===== src/rtl/fetch_pkg.sv =====
// Shared types and constants for the instruction fetch controller.
package fetch_pkg;

    typedef enum logic [1:0] {
        IDLE  = 2'd0,
        FETCH = 2'd1,
        HALT  = 2'd2,
        FAULT = 2'd3
    } fetch_state_e;

    typedef enum logic [1:0] {
        FC_NONE     = 2'd0,
        FC_MISALIGN = 2'd1,
        FC_RANGE    = 2'd2
    } fault_code_e;

    localparam logic [31:0] RESET_PC_DEFAULT = 32'h0000_0000;
    localparam logic [31:0] PC_STEP          = 32'd4;

endpackage


===== src/rtl/instr_fetch_ctrl_if.sv =====
// Fetch-side bus: instruction memory port, decode handshake, redirect/halt
// control and fault status. master = fetch controller, slave = its peers.
interface instr_fetch_ctrl_if;

    logic [31:0] imem_addr;
    logic [31:0] imem_data;
    logic        out_valid;
    logic        out_ready;
    logic [31:0] out_instr;
    logic [31:0] out_pc;
    logic        redirect_valid;
    logic [31:0] redirect_pc;
    logic        halt;
    logic        fault;
    logic [1:0]  fault_code;

    modport master (
        output imem_addr, out_valid, out_instr, out_pc, fault, fault_code,
        input  imem_data, out_ready, redirect_valid, redirect_pc, halt
    );

    modport slave (
        input  imem_addr, out_valid, out_instr, out_pc, fault, fault_code,
        output imem_data, out_ready, redirect_valid, redirect_pc, halt
    );

endinterface


===== src/rtl/fetch_fifo.sv =====
// Circular prefetch buffer of {pc, instr} entries. Flush wins over push/pop.
// Head outputs read as zero while the buffer is empty.
module fetch_fifo #(
    parameter int  DEPTH = 2,
    localparam int CW    = $clog2(DEPTH + 1),
    localparam int PW    = (DEPTH > 1) ? $clog2(DEPTH) : 1
) (
    input  logic          clk,
    input  logic          reset_n,
    input  logic          push_i,
    input  logic          pop_i,
    input  logic          flush_i,
    input  logic [31:0]   push_pc_i,
    input  logic [31:0]   push_instr_i,
    output logic [CW-1:0] count_o,
    output logic [31:0]   head_pc_o,
    output logic [31:0]   head_instr_o
);

    localparam logic [PW-1:0] LAST_PTR = PW'(DEPTH - 1);
    localparam logic [CW-1:0] FULL_CNT = CW'(DEPTH);

    logic [31:0]   pc_mem_q    [DEPTH];
    logic [31:0]   instr_mem_q [DEPTH];
    logic [PW-1:0] rd_ptr_q;
    logic [PW-1:0] wr_ptr_q;
    logic [CW-1:0] count_q;

    function automatic logic [PW-1:0] ptr_inc(input logic [PW-1:0] p);
        return (p == LAST_PTR) ? '0 : p + PW'(1);
    endfunction

    // Pointer and occupancy bookkeeping.
    always_ff @(posedge clk or negedge reset_n) begin
        if (!reset_n) begin
            rd_ptr_q <= '0;
            wr_ptr_q <= '0;
            count_q  <= '0;
        end else if (flush_i) begin
            rd_ptr_q <= '0;
            wr_ptr_q <= '0;
            count_q  <= '0;
        end else begin
            if (push_i) wr_ptr_q <= ptr_inc(wr_ptr_q);
            if (pop_i)  rd_ptr_q <= ptr_inc(rd_ptr_q);
            if (push_i && !pop_i)      count_q <= count_q + CW'(1);
            else if (pop_i && !push_i) count_q <= count_q - CW'(1);
        end
    end

    // Entry storage; contents are only meaningful below count, so no reset.
    always_ff @(posedge clk) begin
        if (push_i && !flush_i) begin
            pc_mem_q[wr_ptr_q]    <= push_pc_i;
            instr_mem_q[wr_ptr_q] <= push_instr_i;
        end
    end

    assign count_o      = count_q;
    assign head_pc_o    = (count_q != '0) ? pc_mem_q[rd_ptr_q]    : '0;
    assign head_instr_o = (count_q != '0) ? instr_mem_q[rd_ptr_q] : '0;

    a_no_overflow: assert property (@(posedge clk) disable iff (!reset_n)
        !(push_i && !pop_i && !flush_i && count_q == FULL_CNT));

    a_no_underflow: assert property (@(posedge clk) disable iff (!reset_n)
        !(pop_i && !flush_i && count_q == '0));

endmodule


===== src/rtl/instr_fetch_ctrl.sv =====
// Instruction fetch controller: PC register, fetch FSM, redirect priority
// and sticky fault reporting in front of a small prefetch buffer.
//
//   state | meaning
//   IDLE  | one cycle after reset, no fetch
//   FETCH | push {PC, imem_data} whenever the buffer can take it
//   HALT  | no fetch, buffer keeps draining, redirects still load PC
//   FAULT | sticky until reset; outputs silenced, inputs ignored
module instr_fetch_ctrl
    import fetch_pkg::*;
#(
    parameter logic [31:0] RESET_PC  = RESET_PC_DEFAULT,
    parameter int          ROM_WORDS = 64,
    parameter int          DEPTH     = 2
) (
    input logic                clk,
    input logic                reset_n,
    instr_fetch_ctrl_if.master bus
);

    localparam int          CW        = $clog2(DEPTH + 1);
    localparam logic [CW-1:0] FULL_CNT  = CW'(DEPTH);
    localparam logic [31:0] ROM_BYTES = 32'(ROM_WORDS * 4);

    fetch_state_e  state_q;
    logic [31:0]   pc_q;
    logic          fault_q;
    fault_code_e   fault_code_q;

    logic [CW-1:0] count;
    logic [31:0]   head_pc;
    logic [31:0]   head_instr;
    logic          misaligned;
    logic          redirect_act;
    logic          fetch_go;
    logic          push;
    logic          pop;
    logic          flush;
    logic          range_fault;

    assign misaligned   = (bus.redirect_pc[1:0] != 2'b00);
    assign redirect_act = bus.redirect_valid && (state_q == FETCH || state_q == HALT);

    assign bus.out_valid = (count != '0) && !bus.redirect_valid && (state_q != FAULT);
    assign pop           = bus.out_valid && bus.out_ready;

    // A fetch is due when the buffer has room (or frees a slot this cycle);
    // whether it pushes or faults then depends only on the PC range.
    assign fetch_go    = (state_q == FETCH) && !bus.redirect_valid && !bus.halt
                         && ((count < FULL_CNT) || pop);
    assign push        = fetch_go && (pc_q < ROM_BYTES);
    assign range_fault = fetch_go && !(pc_q < ROM_BYTES);
    assign flush       = redirect_act || range_fault;

    // Fetch FSM with PC and fault registers.
    always_ff @(posedge clk or negedge reset_n) begin
        if (!reset_n) begin
            state_q      <= IDLE;
            pc_q         <= RESET_PC;
            fault_q      <= 1'b0;
            fault_code_q <= FC_NONE;
        end else begin
            case (state_q)
                IDLE: state_q <= FETCH;
                FETCH: begin
                    if (bus.redirect_valid) begin
                        if (misaligned) begin
                            state_q      <= FAULT;
                            fault_q      <= 1'b1;
                            fault_code_q <= FC_MISALIGN;
                        end else begin
                            pc_q <= bus.redirect_pc;
                        end
                    end else if (bus.halt) begin
                        state_q <= HALT;
                    end else if (range_fault) begin
                        state_q      <= FAULT;
                        fault_q      <= 1'b1;
                        fault_code_q <= FC_RANGE;
                    end else if (push) begin
                        pc_q <= pc_q + PC_STEP;
                    end
                end
                HALT: begin
                    if (bus.redirect_valid) begin
                        if (misaligned) begin
                            state_q      <= FAULT;
                            fault_q      <= 1'b1;
                            fault_code_q <= FC_MISALIGN;
                        end else begin
                            pc_q <= bus.redirect_pc;
                        end
                    end else if (!bus.halt) begin
                        state_q <= FETCH;
                    end
                end
                FAULT: state_q <= FAULT;
                default: state_q <= IDLE;
            endcase
        end
    end

    fetch_fifo #(.DEPTH(DEPTH)) u_fifo (
        .clk          (clk),
        .reset_n      (reset_n),
        .push_i       (push),
        .pop_i        (pop),
        .flush_i      (flush),
        .push_pc_i    (pc_q),
        .push_instr_i (bus.imem_data),
        .count_o      (count),
        .head_pc_o    (head_pc),
        .head_instr_o (head_instr)
    );

    assign bus.imem_addr  = pc_q;
    assign bus.out_pc     = head_pc;
    assign bus.out_instr  = head_instr;
    assign bus.fault      = fault_q;
    assign bus.fault_code = fault_code_q;

endmodule


===== src/flat_wrapper.sv =====
// flat-port wrapper written by rule: the top's interface ports become plain ports
module instr_fetch_ctrl_flat import fetch_pkg::*;
#(
    parameter logic [31:0] RESET_PC  = RESET_PC_DEFAULT,
    parameter int          ROM_WORDS = 64,
    parameter int          DEPTH     = 2
)
  (clk, reset_n, bus_imem_addr, bus_out_valid, bus_out_instr, bus_out_pc, bus_fault, bus_fault_code, bus_imem_data, bus_out_ready, bus_redirect_valid, bus_redirect_pc, bus_halt);
  instr_fetch_ctrl_if bus_i ();
  input logic clk;
  input logic reset_n;
  output wire logic [$bits(bus_i.imem_addr)-1:0] bus_imem_addr;
  output wire logic [$bits(bus_i.out_valid)-1:0] bus_out_valid;
  output wire logic [$bits(bus_i.out_instr)-1:0] bus_out_instr;
  output wire logic [$bits(bus_i.out_pc)-1:0] bus_out_pc;
  output wire logic [$bits(bus_i.fault)-1:0] bus_fault;
  output wire logic [$bits(bus_i.fault_code)-1:0] bus_fault_code;
  input wire logic [$bits(bus_i.imem_data)-1:0] bus_imem_data;
  input wire logic [$bits(bus_i.out_ready)-1:0] bus_out_ready;
  input wire logic [$bits(bus_i.redirect_valid)-1:0] bus_redirect_valid;
  input wire logic [$bits(bus_i.redirect_pc)-1:0] bus_redirect_pc;
  input wire logic [$bits(bus_i.halt)-1:0] bus_halt;
  assign bus_imem_addr = bus_i.imem_addr;
  assign bus_out_valid = bus_i.out_valid;
  assign bus_out_instr = bus_i.out_instr;
  assign bus_out_pc = bus_i.out_pc;
  assign bus_fault = bus_i.fault;
  assign bus_fault_code = bus_i.fault_code;
  assign bus_i.imem_data = bus_imem_data;
  assign bus_i.out_ready = bus_out_ready;
  assign bus_i.redirect_valid = bus_redirect_valid;
  assign bus_i.redirect_pc = bus_redirect_pc;
  assign bus_i.halt = bus_halt;
  instr_fetch_ctrl #(.RESET_PC(RESET_PC), .ROM_WORDS(ROM_WORDS), .DEPTH(DEPTH)) u_core (.clk(clk), .reset_n(reset_n), .bus(bus_i));
endmodule

===== config.mk =====
export PLATFORM = sky130hd
export DESIGN_NAME = instr_fetch_ctrl_flat
export DESIGN_NICKNAME = d
export VERILOG_FILES = /design/src/rtl/fetch_pkg.sv /design/src/rtl/instr_fetch_ctrl_if.sv /design/src/rtl/fetch_fifo.sv /design/src/rtl/instr_fetch_ctrl.sv /design/src/flat_wrapper.sv
export SDC_FILE = /design/constraint.sdc
export NUM_CORES = 1
export LEC_CHECK = 0
export ABC_AREA = 0
export CAP_MARGIN = 20
export CORE_ASPECT_RATIO = 1.75
export CORE_MARGIN = 2
export CORE_UTILIZATION = 40
export DETAILED_ROUTE_END_ITERATION = 6
export GPL_TIMING_DRIVEN = 0
export MAX_ROUTING_LAYER = met4
export PLACE_DENSITY = 0.68
export SLEW_MARGIN = 20
export SYNTH_ARGS = -nofsm -noshare
export SYNTH_HDL_FRONTEND = slang
export SYNTH_SLANG_ARGS = --single-unit

===== constraint.sdc =====
create_clock -name clk -period 10.25 [get_ports clk]
set_clock_uncertainty 0.2 [all_clocks]
set_input_delay 2.5625 -clock clk [delete_from_list [all_inputs] [get_ports clk]]
set_output_delay 2.5625 -clock clk [all_outputs]
set_load 0.01 [all_outputs]

==> impl_metrics.yaml, run 1 <==
status:
  outcome: "finished clean"
logic_synthesis:
  synth-edff-count: 128
  async_reset_ff_frac: 0.243
  synth_fp_nets: 658
  synth_cell_types: 64
  avgSynthCellArea_um2: 12.8
  synth-main-ff-cell: "edfxtp_1"
  netlist_area_um2: 7490
  synth_top_area_share: 0.513
  synth_seq_cells: 169
  synth_top_area_cell: "edfxtp_1"
  yosysSeqAreaShare: 0.650
  yosys_warnings: 0
  synthCells: 583
  yosys-top-cells-area: "edfxtp_1 51%, dfrtp_1 14%, mux2i_1 8.7%, nor2_1 4.6%, nand2_1 2.1%"
worst_setup_path:
  ff2ff_setup_slack_ns: 6.75
  required_ns: 7.49
  critPathBufInv: 3
  cpMostUsedCell: "clkdlybuf4s50_1"
  crit_chain: "clkdlybuf4s50_1 -> clkbuf_1 -> nor3_1 -> clkdlybuf4s50_1"
  critPathKind: "input port to output port"
  arrival_ns: 4.20
  crit_fanout: 10
  cpMaxStageDelayCell: "clkdlybuf4s50_1"
  cp_top_family: "buffers and inverters"
  cp-end-kind: "output port"
  max_stage_delay_ns: 0.59
  start_kind: "input port"
timing:
  max_freq_mhz: 144
  setup_viol: 0
  maxSlewViolCount: 0
  max_slew_margin: 0.366
  worst_slack_ns: 3.29
  fin_setup_tns_ns: 0
  finalCritPeriodShare: 0.679
  hold_viol_final: 0
  rsz0062_at_grt: "no"
  period_needed_ns: 6.96
  tightest_slew_ns: 0.950
cts:
  cts-htree-levels: 4
  ctsRootBufferMaster: "clkbuf_16"
  clkSinkCount: 169
  path_clk_slew_ns: 0.07
  clk_latency_ns: 0.43
  cts_buffer_depth: 2
  ctsResizeCount: 0
  cts_tree: "yes"
  post_cts_buffers: 0
  cts_inserted_buffers: 17
  holdBufCountCts: 0
pwr:
  leakagePower_nw: 3.45
  vdd_ir_drop_max_uv: 145
  p_per_area_nw_per_um2: 280
global_routing:
  grt_start_max_net_pins: 35
  grt_usage: 0.216
  antenna_found_initial: 0
  grt_pass1_vias: 5677
  overflow: 0
  grt_pass1_wl_um: 31000
finish:
  fin_nets: 857
  fill_cells: 1573
  layout_commonest_cell: "clkdlybuf4s50_1"
  multi_input_area_um2: 2480
  mostFrequentLayoutCells: "167 x clkdlybuf4s50_1, 128 x edfxtp_1, 92 x nor2_1"
  seqCellArea_um2: 4870
  areaGrowthSynthToFinish_pct: 36.0
  antennaDiodeCount: 0
  drive_gt1_frac: 0.0943
  instances_no_fill: 1033
  post-route-util: 0.551
die:
  coreArea_um2: 18500
  dieArea_um2: 19900
  die_width_um: 107
  io_pins: 169
  initial_utilization: 0.405
  die_h_um: 185
  rows: 66
hold_path:
  hold_class: "flop to flop"
detailed_routing:
  wl_per_cell_um: 19.6
  remaining_drc_errors: 0
  vias: 5524
  firstDrtPassIters: 7
  drt_iter0_markers: 377
  ant_nets: 0
  routed_wl_um: 20200
  viasPerCell: 5.35
placement:
  place_ws_ns: 3.31
  io_buffers: 168
  dp_cells: 1001
  routabilityCongestion: 0.930
  dp_hpwl_um: 14900
run:
  cap_violations: 0
Yosys cell counts (all sizes together), types with 7 or more instances:
| master | count |
|---|---|
| mux2i | 65 |
| o22ai | 8 |
| a21oi | 30 |
| o21ai | 17 |
| nand2 | 41 |
| and2 | 7 |
| buf | 10 |
| nand4 | 9 |
| nor3 | 10 |
| dfrtp | 41 |
| nor4 | 8 |
| edfxtp | 128 |
| nand3 | 20 |
| nor2 | 95 |
| clkbuf | 16 |
registers in the layout, summed over array words and instances, names as in the netlist:
signal and flops:
u_core.bus.imem_addr 32, u_core.u_fifo.instr_mem_q 64, u_core.bus.fault_code 2, u_core.u_fifo.pc_mem_q 64
u_core.bus.fault 1, u_core.u_fifo.rd_ptr_q 1, u_core.u_fifo.count_o 2, u_core.u_fifo.wr_ptr_q 1
u_core.state_q 2
cell families after synthesis:
family	synth area share
AOI/OAI and AO/OA	0.0919
xor gates and xnor gates	0.00468
adders and majority gates	0.0100
buffers and inverters	0.0197
DFF	0.650
muxes	0.0869
and+or+nand+nor	0.137
stage by stage:
| stage | instance area, µm² | total power, W | hold WS (ns) |
|---|---|---|---|
| after global routing | 10200 | 0.00301 | 0.324 |
| after floorplan | 7490 | 0.00160 | 0.312 |
| final | 10200 | 0.00285 | 0.286 |
| after CTS | 10200 | 0.00288 | 0.288 |
| after global placement | 9470 | 0.00220 | 0.263 |
| after detailed placement | 9590 | 0.00222 | 0.267 |
metal layers:
layer,GRT usage,vias up,part of all wire
li1,-,2586,-
met1,0.219,2716,0.35
met2,0.393,180,0.57
met3,0.0440,42,0.046
met4,0.0969,0,0.038
met5,-,-,0
path summary, 6_finish.rpt:
kind | startpoint | end | cells after the start
max | bus_redirect_valid | bus_out_valid | 4
min | u_core.bus.fault | u_core.bus.fault | 1
max reg2reg | u_core.state_q[1] | u_core.u_fifo.pc_mem_q[0][5] | 9
min reg2reg | u_core.bus.fault | u_core.bus.fault | 1
max in group asynchronous | reset_n | u_core.bus.imem_addr[4] | 2
min in group asynchronous | reset_n | u_core.u_fifo.count_o[1] | 1
power breakdown:
part	switching (W)	total (W)	internal, W
clock	0.000266	0.000650	0.000384
sequential	0.000140	0.000971	0.000831
combinational	0.000639	0.00123	0.000592
total	0.00104	0.00285	0.00181
area by class of cell:
cell class | instances | share of cell area
clock buffer | 18 | 0.0421
multi-input combinational | 382 | 0.244
tap | 238 | 0.0292
sequential | 169 | 0.478
inverter | 6 | 0.00221
buffer | 26 | 0.0123
timing repair buffer | 180 | 0.176
clock inverter | 14 | 0.0168
Note: power is estimated with default switching activity, not from simulation.
==> run 2: changes to the inputs <==
==> constraint.sdc (replaced) <==
create_clock -name clk -period 6.52 [get_ports clk]
set_clock_uncertainty 0.2 [all_clocks]
set_input_delay 1.63 -clock clk [delete_from_list [all_inputs] [get_ports clk]]
set_output_delay 1.63 -clock clk [all_outputs]
set_load 0.01 [all_outputs]
==> impl_metrics.yaml, run 2 (same netlist as run 1, synthesis figures left out) <==
pwr:
  vdd_ir_drop_max_uv: 324
  leakagePower_nw: 3.42
  p_per_area_nw_per_um2: 438
worst_setup_path:
  cp_num_cells: 4
  cpMaxStageDelayCell: "clkdlybuf4s50_1"
  crit_path_end: "bus_out_valid"
  cp_top_family: "buffers and inverters"
  cp-end-kind: "output port"
  cpMostUsedCell: "clkdlybuf4s50_1"
  crit_fanout: 10
  ff2ff_setup_slack_ns: 3.59
  r2r_start: "u_core.state_q[1]"
  critPathKind: "input port to output port"
  startpoint: "bus_redirect_valid"
  start_kind: "input port"
  crit_chain: "clkdlybuf4s50_1 -> clkbuf_1 -> nor3_1 -> clkdlybuf4s50_1"
  arrival_ns: 3.25
  max_stage_delay_ns: 0.59
  reg2reg_depth: 7
  critPathBufInv: 3
  r2r-end: "u_core.u_fifo.pc_mem_q[1][5]"
  required_ns: 4.69
run:
  cap_violations: 0
timing:
  max_freq_mhz: 197
  worst_slack_ns: 1.44
  hold_viol_final: 0
  maxSlewViolCount: 0
  setup_viol: 0
  period_needed_ns: 5.08
  tightest_slew_ns: 0.931
  max_slew_margin: 0.375
  finalCritPeriodShare: 0.780
  rsz0062_at_grt: "no"
detailed_routing:
  ant_nets: 0
  vias: 5479
  wl_per_cell_um: 19.6
  drt_iter0_markers: 409
  routed_wl_um: 20200
  remaining_drc_errors: 0
  viasPerCell: 5.32
  firstDrtPassIters: 5
placement:
  routabilityCongestion: 0.953
  place_ws_ns: 1.45
  dpl_cell_area_um2: 9590
  dp_cells: 997
  dp_hpwl_um: 14900
  io_buffers: 168
die:
  initial_utilization: 0.405
  io_pins: 169
  rows: 66
  dieArea_um2: 19900
  die_width_um: 107
  die_h_um: 185
  coreArea_um2: 18500
global_routing:
  grt_pass1_vias: 5665
  overflow: 0
  grt_usage: 0.212
  grt_pass1_wl_um: 30600
  grt_start_max_net_pins: 51
  antenna_found_initial: 0
cts:
  ctsResizeCount: 0
  clkSinkCount: 169
  cts-htree-levels: 4
  path_clk_slew_ns: 0.07
  clk_latency_ns: 0.42
  cts_buffer_depth: 2
  cts_tree: "yes"
  ctsRootBufferMaster: "clkbuf_16"
  cts_inserted_buffers: 17
  post_cts_buffers: 0
  holdBufCountCts: 0
status:
  outcome: "finished clean"
finish:
  instances_no_fill: 1029
  layout_commonest_cell: "clkdlybuf4s50_1"
  drive_gt1_frac: 0.0898
  antennaDiodeCount: 0
  finish.instance_area_um2: 10200
  mostFrequentLayoutCells: "167 x clkdlybuf4s50_1, 128 x edfxtp_1, 92 x nor2_1"
  fin_nets: 853
  areaGrowthSynthToFinish_pct: 35.8
hold_path:
  hold_class: "flop to flop"
==> run 2: changes by cell type in the layout (fill, tap and decap cells not counted), sizes merged <==
cell    delta
buf        -4
bufinv     -1
clkbuf     -1
clkinv     +1
inv        +1
==> run 2: stage by stage <==
stage / TNS [ns] / util / hold slack (ns) / total power, W
6_report: 0 / 0.550 / 0.277 / 0.00445
5_1_grt: 0 / 0.550 / 0.310 / 0.00468
4_1_cts: 0 / 0.550 / 0.279 / 0.00448
3_5_place_dp: 0 / 0.519 / 0.258 / 0.00349
3_3_place_gp: -149.59 / 0.512 / 0.263 / 0.00346
2_1_floorplan: 0 / - / 0.312 / 0.00252
==> run 2: worst min path at each step <==
| stage | startpoint | endpoint | slack (ns) | cells past startpoint |
|---|---|---|---|---|
| detailed placement | u_core.bus.fault | u_core.bus.fault | 0.26 | 1 |
| global route | u_core.bus.fault | u_core.bus.fault | 0.31 | 1 |
| CTS | u_core.bus.fault | u_core.bus.fault | 0.28 | 1 |
| floorplan | u_core.bus.fault | u_core.bus.fault | 0.31 | 1 |
| finish | u_core.bus.fault | u_core.bus.fault | 0.28 | 1 |
| global placement | u_core.bus.fault | u_core.bus.fault | 0.26 | 1 |
==> run 2: report_power, final <==
group	switching (W)	total (W)	internal, W
logic	0.00101	0.00194	0.000931
registers	0.000221	0.00153	0.00131
clock network	0.000419	0.000984	0.000564
total	0.00165	0.00445	0.00280
==> run 2: worst register-to-register path, stage by stage (launching register included) <==
cell	delay, ns
dfrtp_1	0.41
inv_1	0.13
ha_1	0.23
nor3b_1	0.29
o21ai_1	0.30
nor3_1	0.34
and2_4	0.36
buf_16	0.30
==> run 2: cell type report <==
class | instances | area [µm²]
Buffer | 26 | 125
Clock buffer | 17 | 425
Clock inverter | 15 | 150
Fill cell | 1627 | 8330
Inverter | 6 | 22.5
Multi-Input combinational cell | 382 | 2490
Sequential cell | 169 | 4870
Tap cell | 238 | 298
Timing Repair Buffer | 176 | 1790
==> run 2: metal layers <==
layer | routed length [µm] | track usage
met4 | 561 | 0.0928
met3 | 864 | 0.0324
met1 | 7400 | 0.216
met5 | 0 | -
met2 | 11400 | 0.395
